[config.mk]
export PLATFORM = sky130hd
export DESIGN_NAME = datapath_seq
export DESIGN_NICKNAME = d
export VERILOG_FILES = /design/src/rtl/datapath_seq.sv
export SDC_FILE = /design/constraint.sdc
export NUM_CORES = 1
export LEC_CHECK = 0
export ABC_AREA = 1
export BUFFER_PORTS_ARGS = -buffer_cell sky130_fd_sc_hd__buf_2
export CAP_MARGIN = 5
export CORE_UTILIZATION = 47
export DETAILED_ROUTE_END_ITERATION = 12
export PLACE_DENSITY_LB_ADDON = 0.05
export SLEW_MARGIN = 20
export SYNTH_ARGS = -nofsm -noshare
export SYNTH_HDL_FRONTEND = slang
export SYNTH_SLANG_ARGS = --single-unit
[constraint.sdc]
create_clock -name clk -period 1.65 [get_ports clk]
set_input_delay 0.33 -clock clk [delete_from_list [all_inputs] [get_ports clk]]
set_output_delay 0.33 -clock clk [all_outputs]
set_load 0.01 [all_outputs]
[src/rtl/datapath_seq.sv]
// datapath_seq: multicycle control sequencer for a RISC-V style datapath.
// Walks FETCH -> DECODE -> EXEC -> (MEM) -> (WB) -> FETCH. It handshakes with
// the instruction and data memories, and a bounded wait counter sends it to a
// sticky TRAP state when a memory stalls too long.
//
// Parameters:
//   MEM_TIMEOUT  wait cycles allowed on one memory handshake before trapping (1..255)
// Ports:
//   clk, rst_n              clock, asynchronous active-low reset
//   Instr[31:0]             instruction register contents (only [6:0] decoded)
//   Zero                    branch condition, sampled in EXEC
//   imem_req / imem_ready   instruction fetch handshake
//   dmem_req / dmem_we / dmem_ready   data memory handshake
//   IRWrite, PCWrite, RegWrite, PCSrc, ResultSrc[1:0]   datapath controls
//   trap                    sticky fault flag
//   state_o[2:0]            current state encoding (debug)
//   retired, stall_cycles   performance counters, present only when
//                           DATAPATH_SEQ_PERF_EN is defined
module datapath_seq #(
  parameter int unsigned MEM_TIMEOUT = 15
) (
  input  logic        clk,
  input  logic        rst_n,
  input  logic [31:0] Instr,
  input  logic        Zero,
  output logic        imem_req,
  input  logic        imem_ready,
  output logic        dmem_req,
  output logic        dmem_we,
  input  logic        dmem_ready,
  output logic        IRWrite,
  output logic        PCWrite,
  output logic        RegWrite,
  output logic        PCSrc,
  output logic [1:0]  ResultSrc,
  output logic        trap,
  output logic [2:0]  state_o
`ifdef DATAPATH_SEQ_PERF_EN
  ,
  output logic [31:0] retired,
  output logic [31:0] stall_cycles
`endif
);

  localparam int unsigned CNT_W = 8;

  localparam logic [6:0] OP_RTYPE  = 7'b0110011;
  localparam logic [6:0] OP_ITYPE  = 7'b0010011;
  localparam logic [6:0] OP_LOAD   = 7'b0000011;
  localparam logic [6:0] OP_STORE  = 7'b0100011;
  localparam logic [6:0] OP_BRANCH = 7'b1100011;
  localparam logic [6:0] OP_JAL    = 7'b1101111;
  localparam logic [6:0] OP_JALR   = 7'b1100111;
  localparam logic [6:0] OP_LUI    = 7'b0110111;
  localparam logic [6:0] OP_AUIPC  = 7'b0010111;

  typedef enum logic [2:0] {
    S_FETCH  = 3'd0,
    S_DECODE = 3'd1,
    S_EXEC   = 3'd2,
    S_MEM    = 3'd3,
    S_WB     = 3'd4,
    S_TRAP   = 3'd7
  } state_t;

  state_t           state;
  logic [CNT_W-1:0] wait_cnt;
  logic [6:0]       opcode_q;
  logic             armed;

  logic             is_load, is_store, is_branch, is_jump;
  logic [CNT_W-1:0] wait_inc;
  logic             timeout_hit;
  logic             instr_unused;

  // Upper instruction bits belong to the datapath, not the sequencer.
  assign instr_unused = ^Instr[31:7];

  function automatic logic legal_op(input logic [6:0] op);
    case (op)
      OP_RTYPE, OP_ITYPE, OP_LOAD, OP_STORE, OP_BRANCH,
      OP_JAL, OP_JALR, OP_LUI, OP_AUIPC: legal_op = 1'b1;
      default:                           legal_op = 1'b0;
    endcase
  endfunction

  // Instruction class from the opcode captured in DECODE.
  assign is_load   = (opcode_q == OP_LOAD);
  assign is_store  = (opcode_q == OP_STORE);
  assign is_branch = (opcode_q == OP_BRANCH);
  assign is_jump   = (opcode_q == OP_JAL) || (opcode_q == OP_JALR);

  // Saturating increment; the trap decision looks at the count this wait
  // cycle would produce, so a ready in that same cycle still wins.
  assign wait_inc    = (wait_cnt == {CNT_W{1'b1}}) ? wait_cnt : wait_cnt + CNT_W'(1);
  assign timeout_hit = (32'(wait_inc) >= MEM_TIMEOUT);

  // State, wait counter and opcode latch. armed keeps imem_req low until the
  // first clock edge after reset release.
  always_ff @(posedge clk or negedge rst_n) begin
    if (!rst_n) begin
      state    <= S_FETCH;
      wait_cnt <= '0;
      opcode_q <= '0;
      armed    <= 1'b0;
    end else begin
      armed <= 1'b1;
      case (state)
        S_FETCH: begin
          if (imem_req) begin
            if (imem_ready) begin
              state    <= S_DECODE;
              wait_cnt <= '0;
            end else if (timeout_hit) begin
              state    <= S_TRAP;
              wait_cnt <= '0;
            end else begin
              wait_cnt <= wait_inc;
            end
          end
        end
        S_DECODE: begin
          opcode_q <= Instr[6:0];
          wait_cnt <= '0;
          state    <= legal_op(Instr[6:0]) ? S_EXEC : S_TRAP;
        end
        S_EXEC: begin
          wait_cnt <= '0;
          if (is_load || is_store) begin
            state <= S_MEM;
          end else if (is_branch) begin
            state <= S_FETCH;
          end else begin
            state <= S_WB;
          end
        end
        S_MEM: begin
          if (dmem_ready) begin
            state    <= is_load ? S_WB : S_FETCH;
            wait_cnt <= '0;
          end else if (timeout_hit) begin
            state    <= S_TRAP;
            wait_cnt <= '0;
          end else begin
            wait_cnt <= wait_inc;
          end
        end
        S_WB: begin
          state    <= S_FETCH;
          wait_cnt <= '0;
        end
        S_TRAP: begin
          wait_cnt <= '0;
        end
        default: begin
          state    <= S_TRAP;
          wait_cnt <= '0;
        end
      endcase
    end
  end

  // Control decode from the state register plus the in-state handshake terms.
  always_comb begin
    imem_req  = 1'b0;
    IRWrite   = 1'b0;
    dmem_req  = 1'b0;
    dmem_we   = 1'b0;
    PCWrite   = 1'b0;
    RegWrite  = 1'b0;
    PCSrc     = 1'b0;
    ResultSrc = 2'b00;

    imem_req = armed && (state == S_FETCH);
    IRWrite  = imem_req && imem_ready;
    dmem_req = (state == S_MEM);
    dmem_we  = dmem_req && is_store;

    case (state)
      S_EXEC: begin
        if (is_branch) begin
          PCWrite = 1'b1;
          PCSrc   = Zero;
        end
      end
      S_MEM: begin
        if (is_store && dmem_ready) begin
          PCWrite = 1'b1;
        end
      end
      S_WB: begin
        RegWrite  = 1'b1;
        PCWrite   = 1'b1;
        PCSrc     = is_jump;
        ResultSrc = is_load ? 2'b01 : (is_jump ? 2'b10 : 2'b00);
      end
      default: begin
      end
    endcase
  end

  assign trap    = (state == S_TRAP);
  assign state_o = state;

`ifdef DATAPATH_SEQ_PERF_EN
  logic stalled;

  assign stalled = (imem_req && !imem_ready) || (dmem_req && !dmem_ready);

  // Free-running counters, wrapping modulo 2^32.
  always_ff @(posedge clk or negedge rst_n) begin
    if (!rst_n) begin
      retired      <= '0;
      stall_cycles <= '0;
    end else begin
      retired      <= retired + 32'(PCWrite);
      stall_cycles <= stall_cycles + 32'(stalled);
    end
  end
`endif

endmodule

==> flow_summary.ini <==
[global_route]
grt_pass1_wl_um = 4810
grt-ovfl-total = 0
grt_max_degree = 20
grt_pass1_vias = 1124
antenna_found_initial = 0
grt_usage = 0.242

[die]
die-area_um2 = 2770
die_h_um = 52.7
die_w_um = 52.7
core_area_um2 = 2320
placementRows = 17
initial_utilization = 0.520
io_pins = 50

[clock_network]
clockRootBuffer = clkbuf_4
cts_sinks = 19
cts_buffers = 3
cts_max_level = 1
clk_latency_ps = 310
cts.reportedPaths.clkPinSlew_ps = 110
clock_path_buffers = 2
cts_tree = done

[critical_path]
crit_type = flop to output port
crit_start = state_o[1]
worstReg2RegEnd = wait_cnt[3]
cp_max_fo = 4
cp.required_ps = 1320
rrSetupSlack_ps = 20
critPathLaunchType = flop
r2r-start = state_o[1]
rr_worst_depth = 10
critPathArrivalTime_ps = 1580
crit_path_end_kind = output port

[route]
drc_errors = 0
wl_per_cell_um = 13.5
drt-initial-drc-count = 33
drt_wl_total_um = 3370
dr.pass1.iters = 4
drt-vias-per-instance = 5.18
drtAntennaViolNets = 0
vias = 1295

[placement]
portBuffers = 24
routabilityCongestion = 0.888
dp.cells = 226
post-dp-hpwl_um = 2170
pre_cts_slack_ps = 11.8

[yosys]
ys_types = 25
syn_nets = 209
async_reset_ff_frac = 1.00
synth_ff_type = dfrtp_1
synthCells = 171
syn_avg_cell_area_um2 = 7.05
synth_seq_cells = 19
ys_seq_area_frac = 0.394
yosys_warnings = 0
netlist_area_um2 = 1210
synth_edf_count = 0

[final_layout]
insertedDiodeCount = 0
syn_to_final_growth_pct = 43.3
drive_gt1_frac = 0.464
nets = 261
finalNonFillerCells = 250

[timing]
hold_viol_final = 0
maxSlewViolCount = 0
setup-violations-final = 8
skew_ps = 8.52
worst_slack_ps = -260
max_clock_freq_mhz = 524
post-route-period-util = 1.16
setup_tns_ps = -1120
fin_crit_ps = 1910
rsz0062_at_grt = yes
worst_hold_slack_ps = 273

[run_status]
failed_checks = setup timing
outcome = complete, but fails checks

[worst_hold_path]
min_from = Instr[0]
hold_depth = 2
hp-class = primary input to flop
hold_end = opcode_q[0]

[flow_run]
maxCapViolations = 0

[pwr]
ir_worst_vdd_mv = 0.469
p_leak_uw = 0.000871
cellPowerDensity_nw_per_um2 = 441
## worst max-delay path: stages (launching register included)
cell	delay (ps)
dfrtp_1	450
nand2_2	110
nor2_4	140
inv_2	70
nor3_4	210
nand2_1	80
nand3_1	80
buf_2	130
## through the flow
step | total power, µW | utilization | area [µm²]
floorplan | 499 | - | 1230
global placement | 525 | 0.609 | 1410
detailed placement | 527 | 0.609 | 1410
CTS | 765 | 0.676 | 1570
global route | 793 | 0.745 | 1730
finish | 762 | 0.745 | 1730
## cells in the mapped netlist (all sizes together) (2+ instances only)
library cell / instances / area share
a21oi: 4 / 0.017
buf: 2 / 0.010
dfrtp: 19 / 0.39
inv: 29 / 0.090
mux2: 3 / 0.028
nand2: 47 / 0.16
nand3: 15 / 0.062
nor2: 25 / 0.096
nor3: 5 / 0.025
o21ai: 12 / 0.050
o21bai: 2 / 0.012
o22ai: 3 / 0.016
## final cells by class
cell class / count / area (µm²)
timing repair buffer: 49 / 324
clock inverter: 1 / 5.00
clock buffer: 3 / 22.5
inverter: 29 / 109
fill: 185 / 591
tap: 28 / 35.0
sequential: 19 / 475
multi-input combinational: 121 / 757
## layer usage
layer	GRT usage	wire, µm
met4	0.0833	48
met2	0.409	1780
met5	0	0
met3	0.0783	163
met1	0.286	1380
## where the power goes
part | internal (µW) | switching [µW] | total, µW
registers | 472 | 3.76 | 475
logic | 18.5 | 28.3 | 46.8
clock network | 90.6 | 149 | 240
total | 581 | 181 | 762
## registers in the layout, indices dropped and copies added (netlist names)
name      cells
armed         1
wait_cnt      8
state_o       3
opcode_q      7
## cell usage in the layout (no fill, tap or decap), types with 3 or more instances in the layout
cell | synthesis | routed
buf_2 | 1 | 23
buf_6 | 0 | 3
o21ai_1 | 4 | 4
nand2_4 | 1 | 3
clkbuf_4 | 0 | 3
inv_2 | 4 | 6
o22ai_1 | 3 | 3
nor2_1 | 20 | 14
nand3_2 | 0 | 5
mux2_2 | 3 | 3
nand3_1 | 15 | 10
nor2_4 | 2 | 5
nor2_2 | 3 | 6
inv_1 | 25 | 23
nand2_1 | 41 | 32
dfrtp_1 | 19 | 19
o21ai_2 | 0 | 3
o21ai_0 | 8 | 5
nand2_2 | 5 | 12
buf_4 | 1 | 22
## what timing repair did
action	CTS	global route
resized for setup	7	33
setup buffers	16	9
hold endpoints to repair	19	0
setup endpoints to repair	8	14
pin swaps	10	15
hold buffers	1	0
## cells by family after synthesis
family / synth area share
AO/OA/AOI/OAI: 0.0944
XOR/XNOR: 0.00726
adder cells (fa/ha/maj): 0.0104
buffers and inverters: 0.101
flip-flops: 0.394
multiplexers: 0.0280
other: 0.00311
AND/OR/NAND/NOR: 0.362
## worst max-delay path by stage
stage | to | slack (ps)
detailed placement | PCWrite | 10
floorplan | PCWrite | 2
global route | PCSrc | -360
global placement | PCWrite | 80
finish | PCWrite | -260
CTS | PCSrc | -230
No activity file was read; power rests on OpenSTA's default activity.
